$ cat src/rtl/vector_lsu_strided_pkg.sv
// vlsu_pkg: shared types and helpers for the strided vector load/store unit.
//   state_e      FSM state encoding (IDLE, XFER, WB, DONE)
//   ELEM_W       element-index width for the default lane count
//   VREG_W       vector-register-index width for the default register count
//   clamp_vl()   element count = min(vl, lanes), unsigned compare on full vl
package vlsu_pkg;

  localparam int NUM_LANES_DFLT = 8;
  localparam int NUM_VREGS_DFLT = 8;
  localparam int ELEM_W         = $clog2(NUM_LANES_DFLT);
  localparam int VREG_W         = $clog2(NUM_VREGS_DFLT);

  typedef enum logic [1:0] {
    IDLE = 2'd0,
    XFER = 2'd1,
    WB   = 2'd2,
    DONE = 2'd3
  } state_e;

  // vl arrives zero-extended to 64 bits so huge requests compare correctly.
  function automatic int unsigned clamp_vl(input logic [63:0] vl,
                                           input int unsigned lanes);
    if (vl < 64'(lanes))
      return vl[31:0];
    else
      return lanes;
  endfunction

endpackage

$ cat src/rtl/vector_lsu_strided_addr_gen.sv
// vlsu_addr_gen: element address / index generator.
//   load       latch base address, stride and last index; idx restarts at 0
//   advance    addr += stride (two's-complement wrap), idx += 1
//   addr, idx  current element address and index
//   last       idx is the final element of the transfer
module vlsu_addr_gen #(
  parameter int ADDR_W = 32,
  parameter int LANE_W = 3
) (
  input  logic                     clk_V,
  input  logic                     reset,
  input  logic                     load,
  input  logic [ADDR_W-1:0]        base_addr,
  input  logic signed [ADDR_W-1:0] stride,
  input  logic [LANE_W-1:0]        n_last,
  input  logic                     advance,
  output logic [ADDR_W-1:0]        addr,
  output logic [LANE_W-1:0]        idx,
  output logic                     last
);

  logic signed [ADDR_W-1:0] stride_q;
  logic [LANE_W-1:0]        n_last_q;

  always_ff @(posedge clk_V or negedge reset) begin
    if (!reset) begin
      addr     <= '0;
      idx      <= '0;
      stride_q <= '0;
      n_last_q <= '0;
    end else if (load) begin
      addr     <= base_addr;
      idx      <= '0;
      stride_q <= stride;
      n_last_q <= n_last;
    end else if (advance) begin
      // Unsigned add of the two's-complement stride gives the signed step mod 2^ADDR_W.
      addr <= addr + $unsigned(stride_q);
      idx  <= idx + LANE_W'(1);
    end
  end

  assign last = (idx == n_last_q);

endmodule

$ cat src/rtl/vector_lsu_strided.sv
// vector_lsu_strided: strided vector load/store unit.
// Moves min(vl, NUM_LANES) elements between the vector register file and data
// memory, one element per granted request, with a signed byte stride.
//   start/is_store/vl/base_addr/stride/vreg  launch command (sampled with start)
//   busy, done                               operation status / completion pulse
//   mem_req/mem_we/mem_addr/mem_wdata        memory request, held until mem_gnt
//   mem_gnt, mem_rdata                       grant and load data (same cycle)
//   vrf_we/vrf_reg/vrf_elem/vrf_wdata        VRF write port (loads, one cycle after grant)
//   vrf_rdata                                combinational VRF read (stores)
// Optional build macro VLSU_MASK_EN adds a per-element mask input; masked
// elements spend one cycle with no request and no VRF write.
module vector_lsu_strided
  import vlsu_pkg::*;
#(
  parameter int NUM_LANES = 8,
  parameter int DATA_W    = 32,
  parameter int ADDR_W    = 32,
  parameter int NUM_VREGS = 8
) (
  input  logic                         clk_V,
  input  logic                         reset,
  input  logic                         start,
  input  logic                         is_store,
  input  logic [DATA_W-1:0]            vl,
  input  logic [ADDR_W-1:0]            base_addr,
  input  logic signed [ADDR_W-1:0]     stride,
  input  logic [$clog2(NUM_VREGS)-1:0] vreg,
`ifdef VLSU_MASK_EN
  input  logic [NUM_LANES-1:0]         mask,
`endif
  output logic                         busy,
  output logic                         done,
  output logic                         mem_req,
  output logic                         mem_we,
  output logic [ADDR_W-1:0]            mem_addr,
  output logic [DATA_W-1:0]            mem_wdata,
  input  logic                         mem_gnt,
  input  logic [DATA_W-1:0]            mem_rdata,
  output logic                         vrf_we,
  output logic [$clog2(NUM_VREGS)-1:0] vrf_reg,
  output logic [$clog2(NUM_LANES)-1:0] vrf_elem,
  output logic [DATA_W-1:0]            vrf_wdata,
  input  logic [DATA_W-1:0]            vrf_rdata
);

  localparam int LANE_W = $clog2(NUM_LANES);
  localparam int REG_W  = $clog2(NUM_VREGS);
  localparam int CNT_W  = LANE_W + 1;

  state_e              state, state_next;
  logic                launch, in_xfer, active, advance, grant, last;
  logic                is_store_q;
  logic [REG_W-1:0]    vreg_q;
  logic [CNT_W-1:0]    n_start;
  logic [LANE_W-1:0]   idx;
  logic [ADDR_W-1:0]   addr_q;
  logic                wb_vld_p1;
  logic [LANE_W-1:0]   wb_idx_p1;
  logic [DATA_W-1:0]   wb_data_p1;
`ifdef VLSU_MASK_EN
  logic [NUM_LANES-1:0] mask_q;
`endif

  assign n_start = CNT_W'(clamp_vl(64'(vl), NUM_LANES));
  assign launch  = (state == IDLE) && start;
  assign in_xfer = (state == XFER);

`ifdef VLSU_MASK_EN
  assign active = mask_q[idx];
`else
  assign active = 1'b1;
`endif

  // Masked elements advance unconditionally; active ones wait for the grant.
  assign advance = in_xfer && (active ? mem_gnt : 1'b1);
  assign grant   = in_xfer && active && mem_gnt;

  vlsu_addr_gen #(
    .ADDR_W (ADDR_W),
    .LANE_W (LANE_W)
  ) u_addr_gen (
    .clk_V     (clk_V),
    .reset     (reset),
    .load      (launch),
    .base_addr (base_addr),
    .stride    (stride),
    .n_last    (LANE_W'(n_start - CNT_W'(1))),
    .advance   (advance),
    .addr      (addr_q),
    .idx       (idx),
    .last      (last)
  );

  always_comb begin
    state_next = state;
    case (state)
      IDLE:    if (start) state_next = (n_start == '0) ? DONE : XFER;
      XFER:    if (advance && last) state_next = is_store_q ? DONE : WB;
      WB:      state_next = DONE;
      DONE:    state_next = IDLE;
      default: state_next = IDLE;
    endcase
  end

  always_comb begin
    busy      = in_xfer || (state == WB);
    done      = (state == DONE);
    mem_req   = in_xfer && active;
    mem_we    = mem_req && is_store_q;
    mem_addr  = mem_req ? addr_q : '0;
    mem_wdata = mem_we ? vrf_rdata : '0;
    vrf_we    = wb_vld_p1;
    vrf_reg   = vreg_q;
    vrf_wdata = wb_data_p1;
    // Loads never read the VRF, so the element port can carry the write-back index.
    vrf_elem  = wb_vld_p1 ? wb_idx_p1 : (in_xfer ? idx : '0);
  end

  // Stage p0 -> p1: load data captured on grant, written back next cycle
  always_ff @(posedge clk_V or negedge reset) begin
    if (!reset) begin
      state      <= IDLE;
      is_store_q <= 1'b0;
      vreg_q     <= '0;
      wb_vld_p1  <= 1'b0;
      wb_idx_p1  <= '0;
      wb_data_p1 <= '0;
`ifdef VLSU_MASK_EN
      mask_q     <= '0;
`endif
    end else begin
      state     <= state_next;
      wb_vld_p1 <= grant && !is_store_q;
      if (launch) begin
        is_store_q <= is_store;
        vreg_q     <= vreg;
`ifdef VLSU_MASK_EN
        mask_q     <= mask;
`endif
      end
      if (grant && !is_store_q) begin
        wb_idx_p1  <= idx;
        wb_data_p1 <= mem_rdata;
      end
    end
  end

endmodule

$ cat config.mk
export PLATFORM = sky130hd
export DESIGN_NAME = vector_lsu_strided
export DESIGN_NICKNAME = d
export VERILOG_FILES = /design/src/rtl/vector_lsu_strided_pkg.sv /design/src/rtl/vector_lsu_strided_addr_gen.sv /design/src/rtl/vector_lsu_strided.sv
export SDC_FILE = /design/constraint.sdc
export NUM_CORES = 1
export LEC_CHECK = 0
export ABC_AREA = 0
export CAP_MARGIN = 20
export CORE_ASPECT_RATIO = 0.75
export CORE_UTILIZATION = 30
export DETAILED_ROUTE_END_ITERATION = 10
export GPL_ROUTABILITY_DRIVEN = 0
export PLACE_DENSITY = 0.71
export SLEW_MARGIN = 10
export SYNTH_ARGS = -nofsm -noshare
export SYNTH_HDL_FRONTEND = slang
export SYNTH_SLANG_ARGS = --single-unit
$ cat constraint.sdc
create_clock -name clk_V -period 4.4 [get_ports clk_V]
set_clock_uncertainty 0.1 [all_clocks]
set_input_delay 1.32 -clock clk_V [delete_from_list [all_inputs] [get_ports clk_V]]
set_output_delay 1.32 -clock clk_V [all_outputs]
set_load 0.1 [all_outputs]
==> results.ini, run 1 <==
[cts]
numCtsBuffers = 9
post-cts-setup-buffers = 0
postCtsHoldBufs = 0
clk_latency_ps = 360
cts_tree = built
cts_max_level = 3
postCtsResizedCells = 0
clk_pin_slew_worst_paths_ps = 70
ctsRootBufferMaster = clkbuf_16
clock_path_buffers = 2
cts_sinks = 112

[synthesis]
synthFlopType = dfrtp_1
synth_cell_types = 65
synthTopCellsByArea = dfrtp_1 (41%), nand2_1 (15%), ha_1 (6.8%)
synth_top_area_share_pct = 41.34
syn-num-nets = 1042
async_flop_share_pct = 100.0
yosysWarningCount = 0
syn_area_per_cell_um2 = 8.110
syn_area_um2 = 6780
netlist_instances = 836
netlist.top_cell.by_area = dfrtp_1
synth_edf_count = 0
synth_seq_cells = 112
seq_area_frac_synth_pct = 41.34

[flow_run]
cap_violations = 0

[critical_path]
start_kind = input pin
arrival_ps = 2280
crit_fanout = 1
critPathRequiredTime_ps = 2980
crit_type = input pin to output pin
cp-end-kind = output pin
reg2reg_depth = 10

[drt]
drc = 0
detail-route-antenna-nets = 0
viasPerCell = 4.873
dr.pass1.iters = 5
wl_per_cell_um = 16.16
drt-initial-drc-count = 537
drt_wl_total_mm = 22.45
dr_total_vias = 6768

[timing]
finalSetupTns_ps = 0
worst_pin_slew_ps = 1053
drv_slew = 0
finalSetupViolCount = 0
min_period_ps = 3698
fmax_mhz = 270.4
finalHoldViolations = 0
relSlewSlack_pct = 29.58
rsz0062_at_grt = false
min_period_over_period_pct = 84.05

[cells_and_area]
final_cell_area_um2 = 10410
drive_above_1_share_pct = 10.68
layout.nets = 1296
final_core_util_pct = 47.09
layout_commonest_cell = nand2_1
area_growth_syn_to_layout_pct = 53.55
layout_common_cells = nand2_1 (274), clkdlybuf4s50_1 (202), dfrtp_1 (112), a21oi_1 (49), buf_4 (48)
diodes = 0

[global_routing]
antenna_found_initial = 0
grt_pass1_vias = 6709
grt_pass1_wl_mm = 35.73
grt_start_max_net_pins = 61
grt.overflow.total = 0
grt_use_total_pct = 19.39

[floorplan]
die_area_um2 = 23210
die_h_um = 132.2
die-width_um = 175.6
rows = 47
floorplan.initialDensity_pct = 30.66
design.core.area_um2 = 22110
ios = 275

[min_path]
min_path_type = register to register
worstHoldPathCells = 2

[placed_design]
hpwl_mm = 16.76
port_buffers = 274
place_area_um2 = 10050

[status]
status = finished, final reports clean

[power]
p_leak_nw = 4.925
power_density_nw_per_um2 = 893.8
ir_worst_vdd_mv = 0.4041
p_total_w = 0.009306

cell families after synthesis:
kind of cell | count (synthesis) | share of synthesized area (%)
AND/OR/NAND/NOR | 442 | 29.03
AO/OA/AOI/OAI | 157 | 15.06
flip-flops | 112 | 41.34
buffers and inverters | 55 | 3.285
adder cells (fa/ha/maj) | 38 | 7.123
XOR/XNOR | 30 | 3.875
multiplexers | 2 | 0.2953
synthesized netlist by cell type (all sizes together), types with 9 or more instances:
library cell	count
clkbuf	38
a21o	16
xnor2	16
a21oi	50
and2	37
xor2	14
a31oi	12
inv	12
and3	37
ha	37
nand2	275
o21ai	36
nor2	47
dfrtp	112
nor3	9
worst paths after layout:
| path | start | slack, ps | endpoint |
|---|---|---|---|
| worst max-delay path | vrf_rdata[17] | 700 | mem_wdata[17] |
| worst min-delay path | vrf_wdata[20] | 380 | vrf_wdata[20] |
| worst max register to register | u_addr_gen.addr[0] | 1210 | u_addr_gen.addr[26] |
| worst min register to register | vrf_wdata[20] | 380 | vrf_wdata[20] |
| max in group asynchronous | reset | 2480 | u_addr_gen.addr[23] |
| min in group asynchronous | reset | 930 | vrf_wdata[28] |
layout make-up:
| class | instances | area, um2 |
|---|---|---|
| Fill cell | 2148 | 11700 |
| Multi-Input combinational cell | 669 | 3772 |
| Timing Repair Buffer | 285 | 3090 |
| Sequential cell | 112 | 2803 |
| Tap cell | 294 | 367.9 |
| Clock buffer | 11 | 242.7 |
| Clock inverter | 5 | 86.33 |
| Inverter | 13 | 48.80 |
through the flow:
stage          setup WS (ps)  hold WS [ps]  std cells
2_1_floorplan          183.2         345.8        836
3_3_place_gp           668.9         356.8       1372
3_5_place_dp           673.4         361.0       1372
4_1_cts                670.3         379.3       1388
5_1_grt                664.3         398.4       1389
6_report               701.9         375.2       1389
worst max-delay path, cell delays in order:
cell             delay [ps]
clkdlybuf4s50_1         550
and3_1                  220
buf_12                  180
routing by layer:
| metal | share of wire [%] | routed length (um) | GRT usage, % |
|---|---|---|---|
| met2 | 45 | 10200 | 31.01 |
| met3 | 5.8 | 1297 | 4.152 |
| met4 | 2.0 | 453 | 5.652 |
| met1 | 47 | 10500 | 26.21 |
| met5 | 0 | 0 | 0 |
power by group:
group / switching (W) / leakage [nW] / internal, W / total, W
combinational: 0.00447 / 3.38 / 0.00202 / 0.00649
sequential: 0.000377 / 1.38 / 0.00151 / 0.00189
clock: 0.000406 / 0.161 / 0.000522 / 0.000928
Power figures use the tool's default switching activity.
==> run 2, diff against run 1 <==
==> constraint.sdc (replaced) <==
create_clock -name clk_V -period 3.7 [get_ports clk_V]
set_clock_uncertainty 0.1 [all_clocks]
set_input_delay 1.11 -clock clk_V [delete_from_list [all_inputs] [get_ports clk_V]]
set_output_delay 1.11 -clock clk_V [all_outputs]
set_load 0.1 [all_outputs]
==> results.ini, run 2 (same netlist as run 1, synthesis figures left out) <==
[cts]
ctsRootBufferMaster = clkbuf_16
cts_tree = built
postCtsHoldBufs = 0
clock_path_buffers = 2
clk_pin_slew_worst_paths_ps = 70
post-cts-setup-buffers = 0
numCtsBuffers = 9
cts_sinks = 112
postCtsResizedCells = 0
cts_max_level = 3
clk_latency_ps = 360

[timing]
rsz0062_at_grt = false
drv_slew = 0
min_period_over_period_pct = 89.53
worst_pin_slew_ps = 841.2
fin_ws_ps = 387.3
relSlewSlack_pct = 43.92
finalSetupViolCount = 0
finalSetupTns_ps = 0
finalHoldViolations = 0
fmax_mhz = 301.9
min_period_ps = 3313

[floorplan]
die_h_um = 132.2
rows = 47
die-width_um = 175.6
die_area_um2 = 23210
floorplan.initialDensity_pct = 30.66
ios = 275
design.core.area_um2 = 22110

[power]
power_density_nw_per_um2 = 1048
ir_worst_vdd_mv = 0.4234
p_total_w = 0.01131
p_leak_nw = 5.094

[global_routing]
antenna_found_initial = 0
grt_pass1_wl_mm = 35.74
grt_pass1_vias = 6660
grt.overflow.total = 0
grt_use_total_pct = 19.38
grt_start_max_net_pins = 50

[flow_run]
cap_violations = 0

[placed_design]
post-place-ws_ps = 384.7
port_buffers = 274
hpwl_mm = 16.97

[drt]
drc = 0
detail-route-antenna-nets = 0
wl_per_cell_um = 16.10
drt_wl_total_mm = 22.38
viasPerCell = 4.868
dr_total_vias = 6767
dr.pass1.iters = 4
drt-initial-drc-count = 380

[critical_path]
crit_fanout = 17
crit_type = register to output pin
worst-path-buf-inv = 3
slowest_delay_ps = 440
cp_cell_sequence = inv_1 > ha_2 > buf_4 > and2_1 > buf_12
cp-end-kind = output pin
crit_slowest_cell = ha_2
start_kind = register
critPathRequiredTime_ps = 2490
arrival_ps = 2100
cp_top_family = buffers and inverters

[cells_and_area]
area_growth_syn_to_layout_pct = 59.09
drive_above_1_share_pct = 16.88
layout.nets = 1297
layout_commonest_cell = nand2_1
layout_common_cells = nand2_1 (274), clkdlybuf4s50_1 (166), dfrtp_1 (112), buf_12 (71), a21oi_1 (49)
diodes = 0
fillers = 2088

[status]
status = finished, final reports clean

[min_path]
min_path_type = register to register

-- run 2: worst reg2reg max path, delay by kind of cell, from the launching register on --
family          cells  cell delay [ps]
compound gates      5             1330
fa+ha+maj           2              680
xor+xnor            1              190
simple gates        2              330
flops               1              400
-- run 2: report_power, final --
part	internal [W]	total (W)	switching, W	leakage (nW)
logic	0.00271	0.00808	0.00537	3.57
clock network	0.000473	0.000978	0.000505	0.140
registers	0.00180	0.00225	0.000456	1.38
-- run 2: cell type report --
cell class                      count  area, um2  share of cell area, %
Timing Repair Buffer              286       3471                  32.18
Tap cell                          294      367.9                  3.410
Multi-Input combinational cell    669       3810                  35.32
Inverter                           13      48.80                 0.4524
Clock buffer                        9      225.2                  2.088
Sequential cell                   112       2803                  25.98
Clock inverter                      7      61.31                 0.5684
-- run 2: routing by layer --
layer	up-vias	global-route usage, %	routed length, um
li1	3352	-	-
met1	3183	26.24	10380
met2	199	31.23	10250
met3	33	4.181	1319
met4	0	5.024	430
met5	-	0	0
-- run 2: path summary, 6_finish.rpt --
path | startpoint | to | slack, ps | cells past startpoint
min in group asynchronous | reset | vrf_wdata[10] | 620 | 1
worst max-delay path | state[1] | mem_addr[31] | 390 | 5
max in group asynchronous | reset | u_addr_gen.addr[12] | 2080 | 2
worst min-delay path | vrf_wdata[15] | vrf_wdata[15] | 380 | 2
worst min register to register | vrf_wdata[15] | vrf_wdata[15] | 380 | 2
worst max register to register | u_addr_gen.addr[0] | u_addr_gen.addr[28] | 550 | 10
-- run 2: stage by stage --
stage	hold WS [ps]	area, um2	util [%]	cells
2_1_floorplan	345.8	6832	-	836
3_3_place_gp	358.7	10470	47.36	1373
3_5_place_dp	364.8	10470	47.36	1373
4_1_cts	383.7	10760	48.66	1389
5_1_grt	405.5	10790	48.78	1390
6_report	379.6	10790	48.78	1390
==> run 3, diff against run 2 <==
--- a/config.mk
+++ b/config.mk
@@ -8,10 +8,11 @@
 export ABC_AREA = 0
 export CAP_MARGIN = 20
 export CORE_ASPECT_RATIO = 0.75
-export CORE_UTILIZATION = 30
+export CORE_MARGIN = 2
+export CORE_UTILIZATION = 44
 export DETAILED_ROUTE_END_ITERATION = 10
 export GPL_ROUTABILITY_DRIVEN = 0
-export PLACE_DENSITY = 0.71
+export PLACE_DENSITY = 0.93
 export SLEW_MARGIN = 10
 export SYNTH_ARGS = -nofsm -noshare
 export SYNTH_HDL_FRONTEND = slang
==> results.ini, run 3 (same netlist as run 1, synthesis figures left out) <==
[timing]
fmax_mhz = 309.2
min_period_over_period_pct = 87.41
finalHoldViolations = 0
finalSetupTns_ps = 0
fin_ws_ps = 465.8
relSlewSlack_pct = 40.09
drv_slew = 0
finalSetupViolCount = 0
min_period_ps = 3234
rsz0062_at_grt = false
worst_pin_slew_ps = 898.6

[critical_path]
arrival_ps = 2020
slowest_delay_ps = 510
cp_cell_sequence = clkdlybuf4s50_1 > and3_1 > buf_12
cp-end-kind = output pin
start_kind = input pin
crit_fanout = 1
crit_type = input pin to output pin
critPathRequiredTime_ps = 2490
crit_slowest_cell = clkdlybuf4s50_1

[drt]
viasPerCell = 5.361
detail-route-antenna-nets = 0
drc = 0
drt_wl_total_mm = 22.38
met1_length_mm = 9.298
dr_total_vias = 6980
routed-wl-met2_mm = 10.90
dr.max_layer_used = met4
dr.pass1.iters = 5
wl_per_cell_um = 17.19
wl_met3_mm = 1.536
drt-initial-drc-count = 472

[global_routing]
grt_pass1_wl_mm = 35.79
antenna_found_initial = 0
grt.overflow.total = 0
grt_start_max_net_pins = 64
grt_use_total_pct = 27.24
grt_pass1_vias = 6892

[status]
status = finished, final reports clean

[power]
ir_worst_vdd_mv = 0.4920
power_density_nw_per_um2 = 1066
p_leak_nw = 5.108

[floorplan]
rows = 39
die_area_um2 = 16430
floorplan.initialDensity_pct = 44.82
design.core.area_um2 = 15130
die-width_um = 147.3
ios = 275
die_h_um = 111.5

[cts]
clock_path_buffers = 2
post-cts-setup-buffers = 0
cts_tree = built
numCtsBuffers = 9
ctsRootBufferMaster = clkbuf_16
postCtsResizedCells = 0
clk_latency_ps = 360
cts_sinks = 112
cts_max_level = 3
postCtsHoldBufs = 0
clk_pin_slew_worst_paths_ps = 80

[cells_and_area]
layout.nets = 1298
drive_above_1_share_pct = 16.86
area_growth_syn_to_layout_pct = 57.76
diodes = 0
layout_common_cells = nand2_1 (274), clkdlybuf4s50_1 (166), dfrtp_1 (112), buf_12 (70), buf_4 (50)
final_cell_area_um2 = 10700
layout_commonest_cell = nand2_1

[flow_run]
cap_violations = 0

[placed_design]
port_buffers = 274
place_area_um2 = 10360
post-place-ws_ps = 291.4
hpwl_mm = 16.72

[min_path]
min_path_type = register to register

## run 3: cell count changes in the layout (fill, tap and decap cells not counted), sizes merged
cell and delta:
clkinv -1, clkinvlp -1, bufinv +1, buf +1
clkbuf +2, inv -1
## run 3: final timing paths
kind	from	cells after the start	endpoint	slack, ps
setup / recovery	vrf_rdata[22]	3	mem_wdata[22]	470
hold / removal	vrf_wdata[16]	2	vrf_wdata[16]	380
setup reg to reg	u_addr_gen.addr[0]	10	u_addr_gen.addr[26]	550
hold reg to reg	vrf_wdata[16]	2	vrf_wdata[16]	380
max in group asynchronous	reset	2	u_addr_gen.addr[16]	2010
min in group asynchronous	reset	1	vrf_wdata[20]	740
## run 3: layer usage
metal | global-route usage (%) | up-vias
li1 | - | 3353
met2 | 45.83 | 273
met4 | 9.487 | 0
met1 | 35.01 | 3313
met5 | 0 | -
met3 | 5.820 | 41
## run 3: critical path, delay by kind of cell
kind                   cells  cell delay (ps)
AND/OR/NAND/NOR            1              220
buffers and inverters      2              690
## run 3: per-stage QoR
| step | instances | hold WS (ps) | util [%] | total power, W |
|---|---|---|---|---|
| finish | 1302 | 379.6 | 70.71 | 0.01141 |
| global route | 1302 | 400.2 | 70.71 | 0.01209 |
| CTS | 1301 | 382.6 | 70.53 | 0.01138 |
| detailed placement | 1285 | 363.4 | 68.46 | 0.01029 |
| global placement | 1285 | 359.4 | 68.46 | 0.01008 |
| floorplan | 836 | 345.8 | - | 0.008041 |
## run 3: power breakdown
part	switching [W]	internal [W]	total (W)
clock	0.000491	0.000559	0.00105
combinational	0.00541	0.00270	0.00811
sequential	0.000456	0.00180	0.00225
total	0.00635	0.00505	0.0114
## run 3: final cells by class
type / count / area [um2]
multi-input combinational: 669 / 3810
sequential: 112 / 2803
clock buffer: 11 / 242.7
fill: 1137 / 4431
timing repair buffer: 287 / 3466
tap: 205 / 256.5
clock inverter: 5 / 70.07
inverter: 13 / 48.80
